===== config.mk =====
export PLATFORM = sky130hd
export DESIGN_NAME = l2_sqrt_stage
export DESIGN_NICKNAME = d
export VERILOG_FILES = /design/src/rtl/l2_pkg.sv /design/src/rtl/l2_sqrt_stage.sv
export SDC_FILE = /design/constraint.sdc
export NUM_CORES = 1
export LEC_CHECK = 0
export CORE_ASPECT_RATIO = 1.75
export CORE_MARGIN = 1
export CORE_UTILIZATION = 45
export DETAILED_ROUTE_END_ITERATION = 12
export PLACE_DENSITY = 0.77
export SLEW_MARGIN = 20
export SYNTH_ARGS = -nofsm -noshare
export SYNTH_HDL_FRONTEND = slang
export SYNTH_SLANG_ARGS = --single-unit

===== constraint.sdc =====
create_clock -name clk -period 3.2 [get_ports clk]
set_input_delay 0.32 -clock clk [delete_from_list [all_inputs] [get_ports clk]]
set_output_delay 0.32 -clock clk [all_outputs]
set_load 0.05 [all_outputs]

===== src/rtl/l2_pkg.sv =====
// Shared definitions for the L2-norm datapath.
//   L2_ACC_W        : width of the sum-of-squares accumulator output (f)
//   l2_sqrt_state_t : state encoding of the square-root stage
package l2_pkg;

    localparam int unsigned L2_ACC_W = 20;

    typedef enum logic [1:0] {
        S_IDLE,
        S_CALC,
        S_DONE
    } l2_sqrt_state_t;

endpackage


===== src/rtl/l2_sqrt_stage.sv =====
// Final stage of the L2-norm datapath: the integer square root of the
// accumulated sum of squares. It uses a restoring digit-by-digit method and
// produces one root bit per clock. Results leave through a valid/ready handshake.
// Ports:
//   clk        clock; all logic runs on posedge
//   reset      synchronous active-low reset
//   sq_in      sum of squares (IN_W bits)
//   valid_in   sq_in valid; there is no backpressure toward the source
//   in_ready   high only while idle
//   root       root, floor or rounded (IN_W/2 bits)
//   rem        floor remainder sq_in - floor_root^2 (IN_W/2+1 bits)
//   out_valid  root/rem valid
//   out_ready  downstream accepts root/rem
//   drop_err   sticky; valid_in arrived while in_ready was low
module l2_sqrt_stage
    import l2_pkg::*;
#(
    parameter int unsigned IN_W  = L2_ACC_W,
    parameter bit          ROUND = 1'b0
) (
    input  logic              clk,
    input  logic              reset,
    input  logic [IN_W-1:0]   sq_in,
    input  logic              valid_in,
    output logic              in_ready,
    output logic [IN_W/2-1:0] root,
    output logic [IN_W/2:0]   rem,
    output logic              out_valid,
    input  logic              out_ready,
    output logic              drop_err
);

    localparam int unsigned ROOT_W = IN_W / 2;
    localparam int unsigned R_W    = ROOT_W + 2;
    localparam int unsigned ITER_W = (ROOT_W > 1) ? $clog2(ROOT_W) : 1;

    if ((IN_W % 2) != 0) begin : g_odd_width
        $error("l2_sqrt_stage: IN_W must be even");
    end

    l2_sqrt_state_t      state_q;
    logic [IN_W-1:0]     op_q;
    logic [R_W-1:0]      r_q;
    logic [ROOT_W-1:0]   q_q;
    logic [ITER_W-1:0]   iter_q;
    logic [ROOT_W-1:0]   root_q;
    logic [ROOT_W:0]     rem_q;
    logic                out_valid_q;
    logic                in_ready_q;
    logic                drop_err_q;

    logic [R_W-1:0]      r_shift;
    logic [R_W-1:0]      trial;
    logic [R_W-1:0]      step_r_d;
    logic [ROOT_W-1:0]   step_q_d;
    logic [ROOT_W-1:0]   root_d;

    // One restoring step. The operand register shifts left, so the next digit
    // pair is always its top two bits. The root is then rounded if enabled.
    always_comb begin
        r_shift  = {r_q[ROOT_W-1:0], op_q[IN_W-1 -: 2]};
        trial    = {q_q, 2'b01};
        step_r_d = r_shift;
        step_q_d = {q_q[ROOT_W-2:0], 1'b0};
        if (r_shift >= trial) begin
            step_r_d = r_shift - trial;
            step_q_d = {q_q[ROOT_W-2:0], 1'b1};
        end
        root_d = step_q_d;
        // Round up when rem > q (x exceeds q^2+q); an all-ones q saturates
        if (ROUND && (step_r_d > R_W'(step_q_d)) && !(&step_q_d)) begin
            root_d = step_q_d + ROOT_W'(1);
        end
    end

    // FSM and datapath registers
    always_ff @(posedge clk) begin
        if (!reset) begin
            state_q     <= S_IDLE;
            op_q        <= '0;
            r_q         <= '0;
            q_q         <= '0;
            iter_q      <= '0;
            root_q      <= '0;
            rem_q       <= '0;
            out_valid_q <= 1'b0;
            in_ready_q  <= 1'b1;
            drop_err_q  <= 1'b0;
        end else begin
            if (valid_in && !in_ready_q) begin
                drop_err_q <= 1'b1;
            end
            case (state_q)
                S_IDLE: begin
                    if (valid_in) begin
                        op_q       <= sq_in;
                        r_q        <= '0;
                        q_q        <= '0;
                        iter_q     <= ITER_W'(ROOT_W - 1);
                        in_ready_q <= 1'b0;
                        state_q    <= S_CALC;
                    end
                end
                S_CALC: begin
                    op_q   <= op_q << 2;
                    r_q    <= step_r_d;
                    q_q    <= step_q_d;
                    iter_q <= iter_q - ITER_W'(1);
                    if (iter_q == '0) begin
                        root_q      <= root_d;
                        rem_q       <= step_r_d[ROOT_W:0];
                        out_valid_q <= 1'b1;
                        state_q     <= S_DONE;
                    end
                end
                S_DONE: begin
                    // Returning to idle takes a full edge, so there is no back-to-back accept
                    if (out_ready) begin
                        out_valid_q <= 1'b0;
                        in_ready_q  <= 1'b1;
                        state_q     <= S_IDLE;
                    end
                end
                default: state_q <= S_IDLE;
            endcase
        end
    end

    assign in_ready  = in_ready_q;
    assign root      = root_q;
    assign rem       = rem_q;
    assign out_valid = out_valid_q;
    assign drop_err  = drop_err_q;

endmodule


==> run summary, run 1 <==
Clock Path Buffers: 2
worst-path cell chain: inv_1 -> ha_1 -> a21oi_1 -> nor2_1 -> a211oi_1 -> and3_1 -> mux2i_1 -> o21ai_0
CTS Buf Count: 9
RSZ-0062 raised after global routing: no
Worst Hold Path EP: root[2]
CTS hold repair buffers: 0
Mean Syn Cell Area: 7.88 um2
PD cells: 957 mW/mm2
flops & latches, synth: 70
static leakage: 1.59 nW
initial antenna violation count: 0
Warnings, synthesis: 0
Core Region: 0.00723 mm2
Synth top area share: 0.417
status: complete, no violations
vias in the first global route: 2895
clock sink total: 70
Iter 0 DRT Violations: 166
CP Launch Type: flip-flop
Post-Synthesis Cells: 427
Resize count post-CTS: 0
Netlist cell types: 43
min-delay worst type: flip-flop to flip-flop
Place WS: 0.560 ns
post-DR wirelength/cell: 14.7 um
DR pass1 iterations: 4
CP Class: flip-flop to flip-flop
hold path startpoint: root[2]
n_diodes: 0
Worst EP required: 3.39 ns
Worst slew margin: 0.408
Area contributors post-synth: dfxtp_1 (42%), o21ai_0 (9.1%), nand2_1 (6.9%)
Hold Path Cell Cnt: 2
Clock Pin Slew Worst Setup and Hold Paths: 0.05 ns
largest net degree at the start of global routing: 37
# setup viols final: 0
layout overhead on the synthesized area: 23.5%
Initial Util: 0.465
Die Ht: 116 um
Yosys top cell by area: dfxtp_1
Tot GR Track Use: 0.231
fin crit share: 0.826
die width: 67.4 um
worst slew pin tran: 0.888 ns
worst skew pair latency: 0.33 ns
Max stage delay on crit path: 0.79 ns
worst path bufs/invs: 1
Power Total: 3.98 mW
setup tns final: 0 ns
Critical Path Fanout Max: 18
CTS tree: built
H-tree depth: 3
Vias: 3096
fin nets: 502
Final Hold Fails: 0
routability cong.: 0.966
die footprint: 0.00784 mm2
minimum clock period: 2.64 ns
WP data arrival: 2.84 ns
postcts setup bufs: 0
vias per cell: 5.58
# rows: 41
number of port buffers: 47
HPWL Detailed: 5770 um
r2r endpoint: r_q[5]
Reg2Reg Launch Point: q_q[7]
drc violations: 0
remaining global-route overflow: 0
root buf cell: clkbuf_16
Max-Cap Viols: 0
Final Skew: 0.00477 ns
FMAX: 378 MHz
max-slew violation count: 0
Top Family by Delay on Critical Path: simple AND/OR/NAND/NOR gates
overall routed net length: 8160 um
remaining antenna violation count: 0
final hold slack: 0.463 ns
Filler cells: 664
global-route wire length before repair: 13300 um
post-synth net total: 464
post-route setup slack: 0.557 ns
R2R setup slack: 0.56 ns
share of cells above drive strength 1: 0.0490
synthesized area: 0.00336 mm2
Worst path slowest cell: and3_1
Peak VDD IR: 0.702 mV
# IOs: 48
register area share after synthesis: 0.417
Critical Path Sink Type: flip-flop
R2R depth: 8
## sequential cells by signal, summed over array words and instances (netlist names)
register / count
in_ready: 1
drop_err: 1
root: 10
rem: 11
state_q: 2
r_q: 10
op_q: 20
out_valid: 1
q_q: 10
iter_q: 4
## power breakdown
group	switching [mW]	internal, mW
Clock	0.345	0.561
Combinational	1.12	0.818
Sequential	0.118	1.01
Total	1.58	2.39
## area by class of cell
cell class | count | area, um2 | share of cell area
flip-flops and latches | 70 | 1400 | 0.337
repair buffers | 56 | 538 | 0.130
well taps | 86 | 108 | 0.0259
clock inverters | 1 | 5.00 | 0.00120
multi-input cells | 309 | 1770 | 0.425
clock buffers | 14 | 264 | 0.0636
inverters | 19 | 71.3 | 0.0172
## how the worst max path moves through the flow
stage,from,to,slack (ns),depth (start not counted)
5_1_grt,q_q[5],r_q[3],0.37,8
3_3_place_gp,q_q[7],r_q[3],0.62,8
6_report,q_q[7],r_q[5],0.56,8
2_1_floorplan,op_q[18],rem[0],1.22,9
4_1_cts,q_q[7],r_q[5],0.55,8
3_5_place_dp,q_q[7],r_q[5],0.56,8
## cell usage after synthesis
cell,number
buf_6,1
o211ai_1,2
a21oi_1,38
a211oi_1,2
o32a_1,1
nor3_1,4
nand3_1,8
nor2_1,29
o21ai_1,1
o21a_1,3
nor2b_1,16
a21oi_2,1
and4_1,1
xnor2_1,7
nand2_1,62
buf_1,2
mux2i_1,9
a21boi_0,12
nand2b_1,2
a31oi_1,2
o2111ai_1,1
or4b_1,1
or4_1,1
inv_1,19
o211a_1,1
ha_1,13
dfxtp_1,70
o22ai_1,2
a21o_1,1
a22oi_1,9
buf_4,2
nand4_1,4
nor3b_1,2
a41oi_1,1
o21ai_0,61
o311ai_1,1
clkbuf_1,24
or3_1,1
a221oi_1,1
nand2_2,1
and3_1,4
xor2_1,1
and2_1,3
## layout by cell type, fill, tap and decap left out, types with 3 or more instances in the layout
master / count
clkdlybuf4s50_1: 47
a21oi_1: 38
buf_4: 9
and3_1: 4
nand2_1: 62
nor3_1: 4
a22oi_1: 9
inv_1: 19
a21boi_0: 12
nand4_1: 4
o21ai_0: 61
dfxtp_1: 70
mux2i_1: 9
nand3_1: 8
ha_1: 13
clkbuf_1: 3
clkbuf_16: 9
xnor2_1: 7
and2_1: 3
o21a_1: 3
nor2_1: 29
nor2b_1: 16
## through the flow
stage	instances	cell area (um2)	utilization
2_1_floorplan	427	3360	-
3_3_place_gp	540	3880	0.537
3_5_place_dp	540	3880	0.537
4_1_cts	555	4150	0.574
5_1_grt	555	4150	0.574
6_report	555	4150	0.574
## routing by layer
layer | share of wire | global-route usage | vias to the layer above
met1 | 0.38 | 0.231 | 1457
met2 | 0.55 | 0.418 | 69
met4 | 0.038 | 0.130 | 0
met3 | 0.029 | 0.0576 | 24
met5 | 0 | 0 | -
li1 | - | - | 1546
## worst min-delay path: cells and delay by family, from the launching register on
kind,cells,cell delay [ns]
AND/OR/NAND/NOR,1,0.05
flip-flops,1,0.31
AO/OA/AOI/OAI,1,0.06
## kinds of logic after synthesis
logic type	synth area share
AOI/OAI and AO/OA	0.240
muxes	0.0268
xor gates and xnor gates	0.0208
adders and majority gates	0.0484
buffers and inverters	0.0580
and+or+nand+nor	0.189
DFF	0.417
No activity file was read; power rests on OpenSTA's default activity.
==> run 2, diff against run 1 <==
--- a/config.mk
+++ b/config.mk
@@ -9,7 +9,7 @@
 export CORE_MARGIN = 1
 export CORE_UTILIZATION = 45
 export DETAILED_ROUTE_END_ITERATION = 12
-export PLACE_DENSITY = 0.77
+export PLACE_DENSITY = 0.8
 export SLEW_MARGIN = 20
 export SYNTH_ARGS = -nofsm -noshare
 export SYNTH_HDL_FRONTEND = slang
==> constraint.sdc (replaced) <==
create_clock -name clk -period 2.4 [get_ports clk]
set_input_delay 0.24 -clock clk [delete_from_list [all_inputs] [get_ports clk]]
set_output_delay 0.24 -clock clk [all_outputs]
set_load 0.05 [all_outputs]
==> run 2 against run 1 <==
- global-route usage grew 0.47 points
- power grew 49%
- register-to-register slack worse by 0.42 ns
- maximum frequency up 17%
- largest power group unchanged
==> run summary, run 2 (synthesis results as in run 1) <==
R2R depth: 9 (+1)
Initial Util: 0.465 (unchanged)
post-DR wirelength/cell: 14.7 um (about the same)
# setup viols final: 0 (unchanged)
n_diodes: 0 (unchanged)
CP Launch Type: flip-flop
vias per cell: 5.65 (+1.3%)
CTS Buf Count: 9 (unchanged)
commonest non-fill, non-tap cell in the layout: dfxtp_1
CTS hold repair buffers: 0 (unchanged)
post-route setup slack: 0.137 ns (-0.420 ns)
number of port buffers: 47 (unchanged)
# rows: 41 (unchanged)
initial antenna violation count: 0 (unchanged)
Max stage delay on crit path: 0.50 ns (-0.29 ns)
min-delay worst type: flip-flop to flip-flop
r2r endpoint: rem[0]
minimum clock period: 2.26 ns (-0.380 ns)
Worst EP required: 2.68 ns (-0.71 ns)
largest net degree at the start of global routing: 52 (+41%)
fin nets: 508 (+1.2%)
root buf cell: clkbuf_16
routability cong.: 0.911 (-5.6%)
static leakage: 1.65 nW (+3.8%)
Largest register FFs: 20 (unchanged)
Critical Path Sink Type: flip-flop
Worst Hold Path EP: root[9]
Clock Pin Slew Worst Setup and Hold Paths: 0.05 ns (about the same)
CTS tree: built
H-tree depth: 3 (unchanged)
WP data arrival: 2.54 ns (-0.30 ns)
vias in the first global route: 3085 (+6.6%)
remaining global-route overflow: 0 (unchanged)
Final Skew: 0.00703 ns (+0.00226 ns)
hold path startpoint: root[9]
drc violations: 0 (unchanged)
fin crit share: 0.943 (+0.117)
Worst slew margin: 0.620 (+0.212)
CP Class: flip-flop to flip-flop
R2R setup slack: 0.14 ns (-0.42 ns)
Tot GR Track Use: 0.235 (+0.00473)
max-slew violation count: 0 (unchanged)
Hold Path Cell Cnt: 2 (unchanged)
share of cells above drive strength 1: 0.0777 (+0.0287)
clock sink total: 70 (unchanged)
remaining antenna violation count: 0 (unchanged)
Post-Place Cells: 546 (+1.1%)
setup tns final: 0 ns (unchanged)
die width: 67.4 um (unchanged)
postcts setup bufs: 0 (unchanged)
global-route wire length before repair: 13800 um (+3.7%)
Vias: 3177 (+2.6%)
Peak VDD IR: 1.05 mV (+49%)
worst slew pin tran: 0.567 ns (-0.321 ns)
layout overhead on the synthesized area: 27.4%
Core Region: 0.00723 mm2 (unchanged)
Finished Layout Cells: 562 (+1.3%)
Worst path slowest cell: or4b_1
# IOs: 48 (unchanged)
worst-path cell chain: inv_1 -> ha_4 -> nand2b_1 -> a21oi_2 -> o211ai_1 -> and3_2 -> buf_4 -> or4b_1 -> nand3_1
DR pass1 iterations: 4 (unchanged)
largest reg by FF count: op_q
FMAX: 442 MHz (+17%)
status: complete, no violations
Resize count post-CTS: 0 (unchanged)
Die Ht: 116 um (unchanged)
Critical Path Fanout Max: 6 (-12)
commonest non-fill, non-tap cells in the layout: dfxtp_1 (68), nand2_1 (62), o21ai_0 (61)
PD cells: 1380 mW/mm2 (+45%)
worst skew pair latency: 0.34 ns (about the same)
overall routed net length: 8260 um (+1.2%)
Final Hold Fails: 0 (unchanged)
Clock Path Buffers: 2 (unchanged)
Power Total: 5.93 mW (+49%)
HPWL Detailed: 5720 um (-0.96%)
RSZ-0062 raised after global routing: no
Reg2Reg Launch Point: q_q[0]
die footprint: 0.00784 mm2 (unchanged)
Iter 0 DRT Violations: 174 (+4.8%)
Max-Cap Viols: 0 (unchanged)
Place WS: 0.125 ns (-0.435 ns)
[run 2: area by class of cell]
type                    count  area, um2
clock buffers              13        270
clock inverters             3       65.1
fillers                   650       2950
inverters                  19       71.3
multi-input cells         309       1780
flip-flops and latches     70       1400
well taps                  86        108
repair buffers             62        583
[run 2: per-stage QoR]
step | instance area, um2 | util | hold slack, ns
after floorplan | 3360 | - | 0.425
after global placement | 3930 | 0.543 | 0.445
after detailed placement | 3930 | 0.543 | 0.459
after CTS | 4270 | 0.590 | 0.466
after global routing | 4280 | 0.592 | 0.486
final | 4280 | 0.592 | 0.461
[run 2: power by group]
| part | internal, mW | switching [mW] | leakage [nW] | total, mW |
|---|---|---|---|---|
| registers | 1.35 | 0.154 | 0.573 | 1.50 |
| logic | 1.33 | 1.63 | 0.908 | 2.96 |
| clock network | 0.993 | 0.474 | 0.166 | 1.47 |
[run 2: worst max path at each step]
stage,cells past startpoint,startpoint,slack [ns],endpoint
CTS,9,q_q[0],0.08,rem[0]
floorplan,9,op_q[18],0.42,rem[0]
global placement,9,q_q[5],0.22,rem[0]
detailed placement,9,q_q[0],0.12,rem[0]
global route,9,q_q[5],0.003,rem[0]
finish,9,q_q[0],0.14,rem[0]
[run 2: layer usage]
metal,share of wire,track usage
met3,0.036,0.0469
met4,0.042,0.142
met2,0.55,0.421
met5,0,0
met1,0.37,0.244
[run 2: critical path, delay by kind of cell (launching register included)]
family / cells / cell delay, ns
AO/OA/AOI/OAI: 2 / 0.33
flip-flops: 1 / 0.38
adder cells (fa/ha/maj): 1 / 0.30
buffers and inverters: 2 / 0.29
AND/OR/NAND/NOR: 4 / 0.91
==> run 3, diff against run 2 <==
--- a/config.mk
+++ b/config.mk
@@ -10,7 +10,6 @@
 export CORE_UTILIZATION = 45
 export DETAILED_ROUTE_END_ITERATION = 12
 export PLACE_DENSITY = 0.8
-export SLEW_MARGIN = 20
 export SYNTH_ARGS = -nofsm -noshare
 export SYNTH_HDL_FRONTEND = slang
 export SYNTH_SLANG_ARGS = --single-unit
==> results of run 3 <==
Final layout, timing and power as in run 2 (identical DEF).
